**config.mk**
```make
export PLATFORM = sky130hd
export DESIGN_NAME = cdb_rr_arbiter
export DESIGN_NICKNAME = d
export VERILOG_FILES = /design/src/rtl/cdb_rr_arbiter_pkg.sv /design/src/rtl/cdb_rr_arbiter_rr_pick.sv /design/src/rtl/cdb_rr_arbiter.sv
export SDC_FILE = /design/constraint.sdc
export NUM_CORES = 1
export LEC_CHECK = 0
export ABC_AREA = 1
export BUFFER_PORTS_ARGS = -buffer_cell sky130_fd_sc_hd__buf_2
export CORE_MARGIN = 1.5
export CORE_UTILIZATION = 47
export CTS_BUF_LIST = sky130_fd_sc_hd__clkbuf_2 sky130_fd_sc_hd__clkbuf_4 sky130_fd_sc_hd__clkbuf_8
export DETAILED_ROUTE_END_ITERATION = 8
export GPL_ROUTABILITY_DRIVEN = 1
export PLACE_DENSITY_LB_ADDON = 0.15
export SYNTH_ARGS = -nofsm -noshare
export SYNTH_HDL_FRONTEND = slang
export SYNTH_HIERARCHICAL = 1
export SYNTH_SLANG_ARGS = --single-unit
export TNS_END_PERCENT = 5
```
**constraint.sdc**
```tcl
create_clock -name clk -period 3.9 [get_ports clk]
set_input_delay 0.39 -clock clk [delete_from_list [all_inputs] [get_ports clk]]
set_output_delay 0.39 -clock clk [all_outputs]
set_load 0.05 [all_outputs]
```
**src/rtl/cdb_rr_arbiter_pkg.sv**
```systemverilog
// cdb_rr_arbiter_pkg: shared CDB packet type and requester index constants
package cdb_rr_arbiter_pkg;
  localparam int N_CDB_REQ = 5;
  localparam int ROB_TAG_W = 5;
  typedef enum logic [2:0] {REQ_ADD0, REQ_ADD1, REQ_MULT, REQ_DIV, REQ_MEM} cdb_req_e;
  typedef struct packed {
    logic [ROB_TAG_W-1:0] rob_tag;
    logic [31:0]          value;
  } CDB_packet_t;
endpackage

```
**src/rtl/cdb_rr_arbiter_rr_pick.sv**
```systemverilog
// rr_pick: rotate-priority encoder, first request at or after ptr (mod N) wins
module rr_pick #(
  parameter int N = 5,
  parameter int W = 3
) (
  input  logic [N-1:0] req,
  input  logic [W-1:0] ptr,
  output logic [N-1:0] gnt,
  output logic [W-1:0] idx,
  output logic         any
);
  logic [W:0] s;
  always_comb begin
    idx = ptr;
    any = 1'b0;
    s = '0;
    // scan farthest offset first so the offset nearest ptr is the last write
    for (int k = N - 1; k >= 0; k--) begin
      s = {1'b0, ptr} + (W+1)'(k);
      s = (s >= (W+1)'(N)) ? s - (W+1)'(N) : s;
      if (req[s[W-1:0]]) begin
        any = 1'b1;
        idx = s[W-1:0];
      end
    end
    gnt = any ? N'(1) << idx : '0;
  end
endmodule

```
**src/rtl/cdb_rr_arbiter.sv**
```systemverilog
// cdb_rr_arbiter: round-robin arbiter driving a registered common data bus
module cdb_rr_arbiter
  import cdb_rr_arbiter_pkg::*;
#(
  parameter int N_REQ = N_CDB_REQ,
  parameter int PTR_W = 3
) (
  input  logic                           clk,
  input  logic                           reset,
  input  logic                           flush,
  input  logic [N_REQ-1:0]               valid_out_bus,
  input  CDB_packet_t [N_REQ-1:0]        req_packet,
  output logic [N_REQ-1:0]               yummi_in_bus,
  output CDB_packet_t                    new_CDB,
  output logic                           cdb_valid,
  output logic [PTR_W-1:0]               grant_idx
);
  logic [PTR_W-1:0] rr_ptr, idx, nxt;
  logic [N_REQ-1:0] gnt;
  logic             any, grant;
  CDB_packet_t      cdb_q;
  logic             cdb_v_q;
  rr_pick #(.N(N_REQ), .W(PTR_W)) u_pick (
    .req(valid_out_bus),
    .ptr(rr_ptr),
    .gnt(gnt),
    .idx(idx),
    .any(any)
  );
  always_comb begin
    grant        = any & ~reset & ~flush;
    yummi_in_bus = grant ? gnt : '0;
    grant_idx    = grant ? idx : rr_ptr;
    nxt          = (idx == PTR_W'(N_REQ - 1)) ? '0 : idx + PTR_W'(1);
  end
  // a cleared cdb_q keeps stale ROB tags off the bus when nothing is granted
  always_ff @(posedge clk) begin
    if (reset) begin
      rr_ptr  <= '0;
      cdb_q   <= '0;
      cdb_v_q <= 1'b0;
    end else begin
      rr_ptr  <= flush ? '0 : grant ? nxt : rr_ptr;
      cdb_q   <= grant ? req_packet[idx] : '0;
      cdb_v_q <= grant;
    end
  end
  assign new_CDB   = cdb_q;
  assign cdb_valid = cdb_v_q;
endmodule

```
* After elaboration in Yosys (flattened, before gate mapping)
Index checks and enable logic that the tools add are counted.
** Cells by class
- Equal/unequal tests :: 1
- $lt $le $gt $ge :: 11
- Reduce and logical (&&, ||, !) cells :: 2
- Bitwise gates (word level) :: 5
- $add $sub $neg :: 10
- Shift operators :: 1
- Mux-type cells :: 31
** Operator list (count)
- $bmux 37 s3 :: 1
- $mux 37 :: 1
- $mux 3 :: 12
- $lt 3x4->1 const B :: 6
- $ge 4x3->1 const B :: 4
- $bmux 1 s3 :: 5
- $sub 3x3->3 const B :: 5
- $mux 1 :: 10
- $mux 5 :: 2
- $add 3x2->4 const B :: 2
- $shl 1x3->5 const A :: 1
- $add 3x1->4 const B :: 1
- $add 3x3->4 const B :: 1
- $reduce_or 2->1 :: 2
- $add 3x1->3 const B :: 1
- $eq 3x3->1 const B :: 1
- $ge 3x3->1 const B :: 1
- $not 1->1 :: 3
- $and 1x1->1 :: 2
** Storage, ports and cells
- Output and inout bits :: 46
- Register bits after elaboration :: 41
- Input port bits :: 193

* Logic depth before layout (Yosys ltp)
- Depth in word-level cells :: 14
- Depth in mapped cells :: 26
- Gate-level depth less buffers :: 24

* By module
The synthesis kept the hierarchy.
** By module, submodules not included
- cdb_rr_arbiter :: sequential area each 820.8 um2, cells each 629, instances 1, area each 3255.6 um2
- rr_pick :: sequential area each 0.0 um2, cells each 214, instances 1, area each 1167.4 um2

* Worst setup path before layout
No wires, ideal clock.
- Path type :: flip-flop to output port
- From :: register rr_ptr[0]
- To :: output port grant_idx[2]
- Slack :: -266 ps
- Cell stages (with the launch flop) :: 20
- Required time :: 3510 ps
- Data arrival time :: 3776 ps
- Cells stage by stage :: dfxtp_1 > inv_2 > ha_1 > ha_1 > nand2_1 > a21boi_0 > nand4_1 > nand2_1 > nand2_1 > nand2_1 > nand2_1 > nand2_1 > nand2_1 > nand2_1 > a21oi_2 > inv_1 > inv_2 > buf_2 > buf_1 > o21ai_0
** Between the ends
- Elaborated cells on any way between the ends :: 42
- Those cells by class :: add/sub: 9; order compare: 5; mux: 26; bitwise: 2
** RTL lines
- start, declared :: line cdb_rr_arbiter.sv:18 : logic [PTR_W-1:0] rr_ptr, idx, nxt;
- start signal, assigned :: line cdb_rr_arbiter.sv:43 : rr_ptr <= flush ? '0 : grant ? nxt : rr_ptr;
- $add 3x3->4 :: line cdb_rr_arbiter_rr_pick.sv:19 : s = {1'b0, ptr} + (W+1)'(k);
- $ge 4x3->1 or $sub 3x3->3 (tied branches) :: line cdb_rr_arbiter_rr_pick.sv:20 : s = (s >= (W+1)'(N)) ? s - (W+1)'(N) : s;
- $mux 3 :: line cdb_rr_arbiter_rr_pick.sv:20
- $bmux 1 s3 :: line cdb_rr_arbiter_rr_pick.sv:21 : if (req[s[W-1:0]]) begin
- $mux 1 (not written as such) :: line cdb_rr_arbiter_rr_pick.sv:21
- $mux 3 (4 in a row) :: line cdb_rr_arbiter_rr_pick.sv:21
- $mux 3 * :: line cdb_rr_arbiter_rr_pick.sv:21
- via idx[2] :: line cdb_rr_arbiter.sv:18
- $mux 3 * :: line cdb_rr_arbiter.sv:33 : grant_idx = grant ? idx : rr_ptr;
- end, declared :: line cdb_rr_arbiter.sv:16 : output logic [PTR_W-1:0] grant_idx
Mark *: on every way through the listed nets, which the timed path passes. The rest lies on a longest branch. The select of a mux whose other input is x is not followed.

* Final worst setup path
- From :: register rr_ptr[1]
- To :: output port yummi_in_bus[2]
** Between the ends
- Word-level cells in the longest chain between the ends :: 13
- Elaborated cells on any way between the ends :: 44
- Those cells by class :: add/sub: 9; order compare: 5; shift: 1; mux: 27; bitwise: 2
** RTL lines
- $add 3x3->4 :: line cdb_rr_arbiter_rr_pick.sv:19
- $ge 4x3->1 or $sub 3x3->3 (tied branches) :: line cdb_rr_arbiter_rr_pick.sv:20
- $mux 3 :: line cdb_rr_arbiter_rr_pick.sv:20
- $bmux 1 s3 :: line cdb_rr_arbiter_rr_pick.sv:21
- $mux 1 (not written as such) :: line cdb_rr_arbiter_rr_pick.sv:21
- $mux 3 (4 in a row) :: line cdb_rr_arbiter_rr_pick.sv:21
- $mux 3 * :: line cdb_rr_arbiter_rr_pick.sv:21
- via idx[1] :: line cdb_rr_arbiter.sv:18
- $shl 1x3->5 * :: line cdb_rr_arbiter_rr_pick.sv:26 : gnt = any ? N'(1) << idx : '0;
- $mux 5 * :: line cdb_rr_arbiter_rr_pick.sv:26
- via gnt[2] :: line cdb_rr_arbiter.sv:19 : logic [N_REQ-1:0] gnt;
- $mux 5 * :: line cdb_rr_arbiter.sv:32 : yummi_in_bus = grant ? gnt : '0;
- end, declared :: line cdb_rr_arbiter.sv:13 : output logic [N_REQ-1:0] yummi_in_bus,
Marked as above.

==> metrics <==
largest net degree at the start of global routing=77; Inst Count DP=1,172; most common cell type on the critical path=nor2_1; synth top area cells=nand2_1 (29%), dfxtp_1 (19%), inv_1 (15%), nand3_1 (12%), a21oi_1 (5.0%); final slew viol count=0; clock transition at the registers of the reported paths=0.11 ns; core area=9200 sq um; Post-Synth XOR/XNOR Area=0.00566; IO Port Bufs=238; die height=100 um; dominant cell by count in the synthesized netlist=nand2_1; Max stage delay on crit path=0.42 ns; top cell type by total area after synthesis=nand2_1; Std-Cell Rows=35; DIE AREA=10,000 sq um; syn_nets=1,048; Hold Crit Endpoint=new_CDB[11]; initial DRC count=229; FF-to-FF End=rr_ptr[2]; kind of critical path=register to output pin; worst r2r src=rr_ptr[1]; worst path required time=3.51 ns; n_diodes=0; Min Hold Slack=0.316 ns; Synth top area share=0.294; Crit. End Element=output pin; Pre-antenna DRT Iters=5; Period minus WS final=3.66 ns; relative slew slack=0.699; post-DP HPWL=10.9 mm; clk_skew=0.0276 ns; via count=5,691; H-Tree Level Count=2; Slew @ Worst Pin=0.451 ns; Die Wd=100 um; I/O Pins=239; vias in the first global route=5,104; worst-case reg-to-reg path depth=19; clk sinks=41; first-pass GRT wire length=22.8 mm; fmax=0.274 GHz; layout cells sized above 1=0.288; Crit path arrival time=3.27 ns; grt ovf=0; Routed WL per cell=12.0 um; final setup fails=0; status=completed; Worst Hold Class=input port to register; Gate Count Post-Synth=843; final non-filler cell total=1,181; Via density=4.82; compound-cell area share of the yosys netlist=0.0905; CP top delay family=simple AND/OR/NAND/NOR gates; mux contribution to synthesized area=0; leakage dissipation=3.86 nW; Worst R2R Setup Slack=0.53 ns; Finished Core Util=0.638; synth cell count leaders=nand2_1 (346), inv_1 (180), nand3_1 (108), a21oi_1 (44), dfxtp_1 (41); Residual DRC=0; Synth Area in Adders=0.0356; Buf+Inv Stages, Crit Path=5; Synth Cell Area=4420 sq um; worst path cell trace=buf_4 -> ha_1 -> inv_1 -> fa_1 -> o21bai_4 -> o21ai_2 -> inv_1 -> nand3_1 -> nand3_1 -> nand2_1 -> nor2_1 -> nor2_1 -> nand2_2 -> a21oi_4 -> nand3_2 -> nor2_1 -> inv_1 -> nor2_1 -> clkbuf_4; Sum Neg Setup Slack=0 ns; nets@finish=1,274; Clock Path Buffers=2; Area growth syn-to-layout=32.6%; number of cells on the worst hold path=3; max-cap check violation count=0; DRT antenna net count=0; clock latency reported for the late side of the worst-skew pair=0.31 ns; final RePlAce weighted congestion=0.945; initial antenna violation count=0; CTS root buf=clkbuf_8; CTS buffer count=5; worst-path fanout max=7; dominant synthesized flop cell=dfxtp_1; syn_area_per_cell=5.25 sq um; initial core utilization=0.481; Post-Synth Simple-Gate Area=0.478; hold_sp=req_packet[159]; largest family of logic cells by synthesized area=simple AND/OR/NAND/NOR gates; Distinct cells, synth=35; yosys warns=6; EDFF count, synth=0; WL final=14.2 mm; Yosys reg bits=41; Final Cycle Share=0.937; power density cells=808 nW/um^2; slowest stage cell, crit path=fa_1; VDD IR max=0.000435 V; CTS tree=built; DP Area=5710 sq um; post-synthesis sequential area ratio=0.186; post-synthesis async set-or-reset flop share=0; All-Layer GR Usage=0.277; Setup crit start kind=register; Hold Buf Count CTS=0; final hold violation count=0; post-layout instance area=5870 sq um
==> worst max-delay path by stage <==
stage / depth (start not counted) / end / start / slack [ns]
after global routing: 17 / grant_idx[1] / rr_ptr[1] / -0.004
final: 19 / yummi_in_bus[2] / rr_ptr[1] / 0.24
after detailed placement: 19 / yummi_in_bus[3] / rr_ptr[0] / 0.41
after global placement: 19 / yummi_in_bus[3] / rr_ptr[0] / 0.47
after floorplan: 17 / grant_idx[1] / rr_ptr[0] / -0.23
after CTS: 19 / yummi_in_bus[3] / rr_ptr[0] / 0.05
==> registers in the layout, summed over array words and instances, names as in the netlist <==
| signal | flops |
|---|---|
| new_CDB | 37 |
| rr_ptr | 3 |
| cdb_valid | 1 |
==> repair_timing <==
action | in CTS | in global routing
gates resized for setup | 0 | 18
buffers inserted | 0 | 1
setup endpoints to repair | 0 | 7
==> metal layers <==
layer	wire length [um]	vias up	GRT usage	share of wire
li1	-	2968	-	-
met1	5950	2476	0.332	0.42
met2	6940	217	0.501	0.49
met3	936	30	0.0508	0.066
met4	400	0	0.0888	0.028
met5	0	-	0	0
==> cells by family (layout without fill, tap and decap cells) <==
family / after synthesis / after routing
and+or+nand+nor: 496 / 496
adders and majority gates: 12 / 12
xor gates and xnor gates: 2 / 2
DFF: 41 / 41
buffers and inverters: 225 / 452
AOI/OAI and AO/OA: 67 / 67
==> power by group <==
part           switching (W)  internal, W
combinational        0.00255      0.00128
sequential         0.0000266     0.000515
clock               0.000176     0.000192
total                0.00276      0.00198
==> worst register-to-register path, cell delays in order, from the launching register on <==
cell and delay (ns):
dfxtp_1 0.35, buf_4 0.17, ha_1 0.15, inv_1 0.06, fa_1 0.42, o21bai_4 0.21, o21ai_2 0.19, inv_1 0.06
nand3_1 0.08, nand3_1 0.07, nand2_1 0.13, nor2_1 0.06, nor2_1 0.13, nand2_2 0.08, a21oi_4 0.25, buf_4 0.37
ha_1 0.22, o21ai_0 0.07, o211ai_1 0.10, a21oi_1 0.08
==> area by class of cell <==
| cell class | count | area [sq um] |
|---|---|---|
| Fill cell | 969 | 3330 |
| Timing Repair Buffer | 258 | 1370 |
| Multi-Input combinational cell | 577 | 2720 |
| Clock buffer | 5 | 68.8 |
| Inverter | 186 | 701 |
| Tap cell | 111 | 139 |
| Sequential cell | 41 | 823 |
| Clock inverter | 3 | 43.8 |
==> per-stage QoR <==
| stage | power, W | setup slack (ns) |
|---|---|---|
| 6_report | 0.00474 | 0.244 |
| 5_1_grt | 0.00528 | -0.00399 |
| 4_1_cts | 0.00470 | 0.0537 |
| 3_5_place_dp | 0.00432 | 0.411 |
| 3_3_place_gp | 0.00430 | 0.475 |
| 2_1_floorplan | 0.00356 | -0.234 |
==> cell usage in the layout, fill, tap and decap left out, types with 3 or more instances in the layout <==
| master | count |
|---|---|
| dfxtp_1 | 39 |
| clkbuf_8 | 5 |
| nor2_1 | 15 |
| nand3_2 | 6 |
| buf_2 | 234 |
| o21ai_1 | 3 |
| a21oi_1 | 43 |
| inv_2 | 6 |
| nand2_1 | 342 |
| o21ai_2 | 4 |
| nand3_1 | 108 |
| inv_1 | 179 |
| nand4_1 | 6 |
| o21ai_0 | 6 |
| nand2_2 | 13 |
| ha_1 | 11 |
| buf_4 | 20 |
Note: power is estimated with default switching activity, not from simulation.
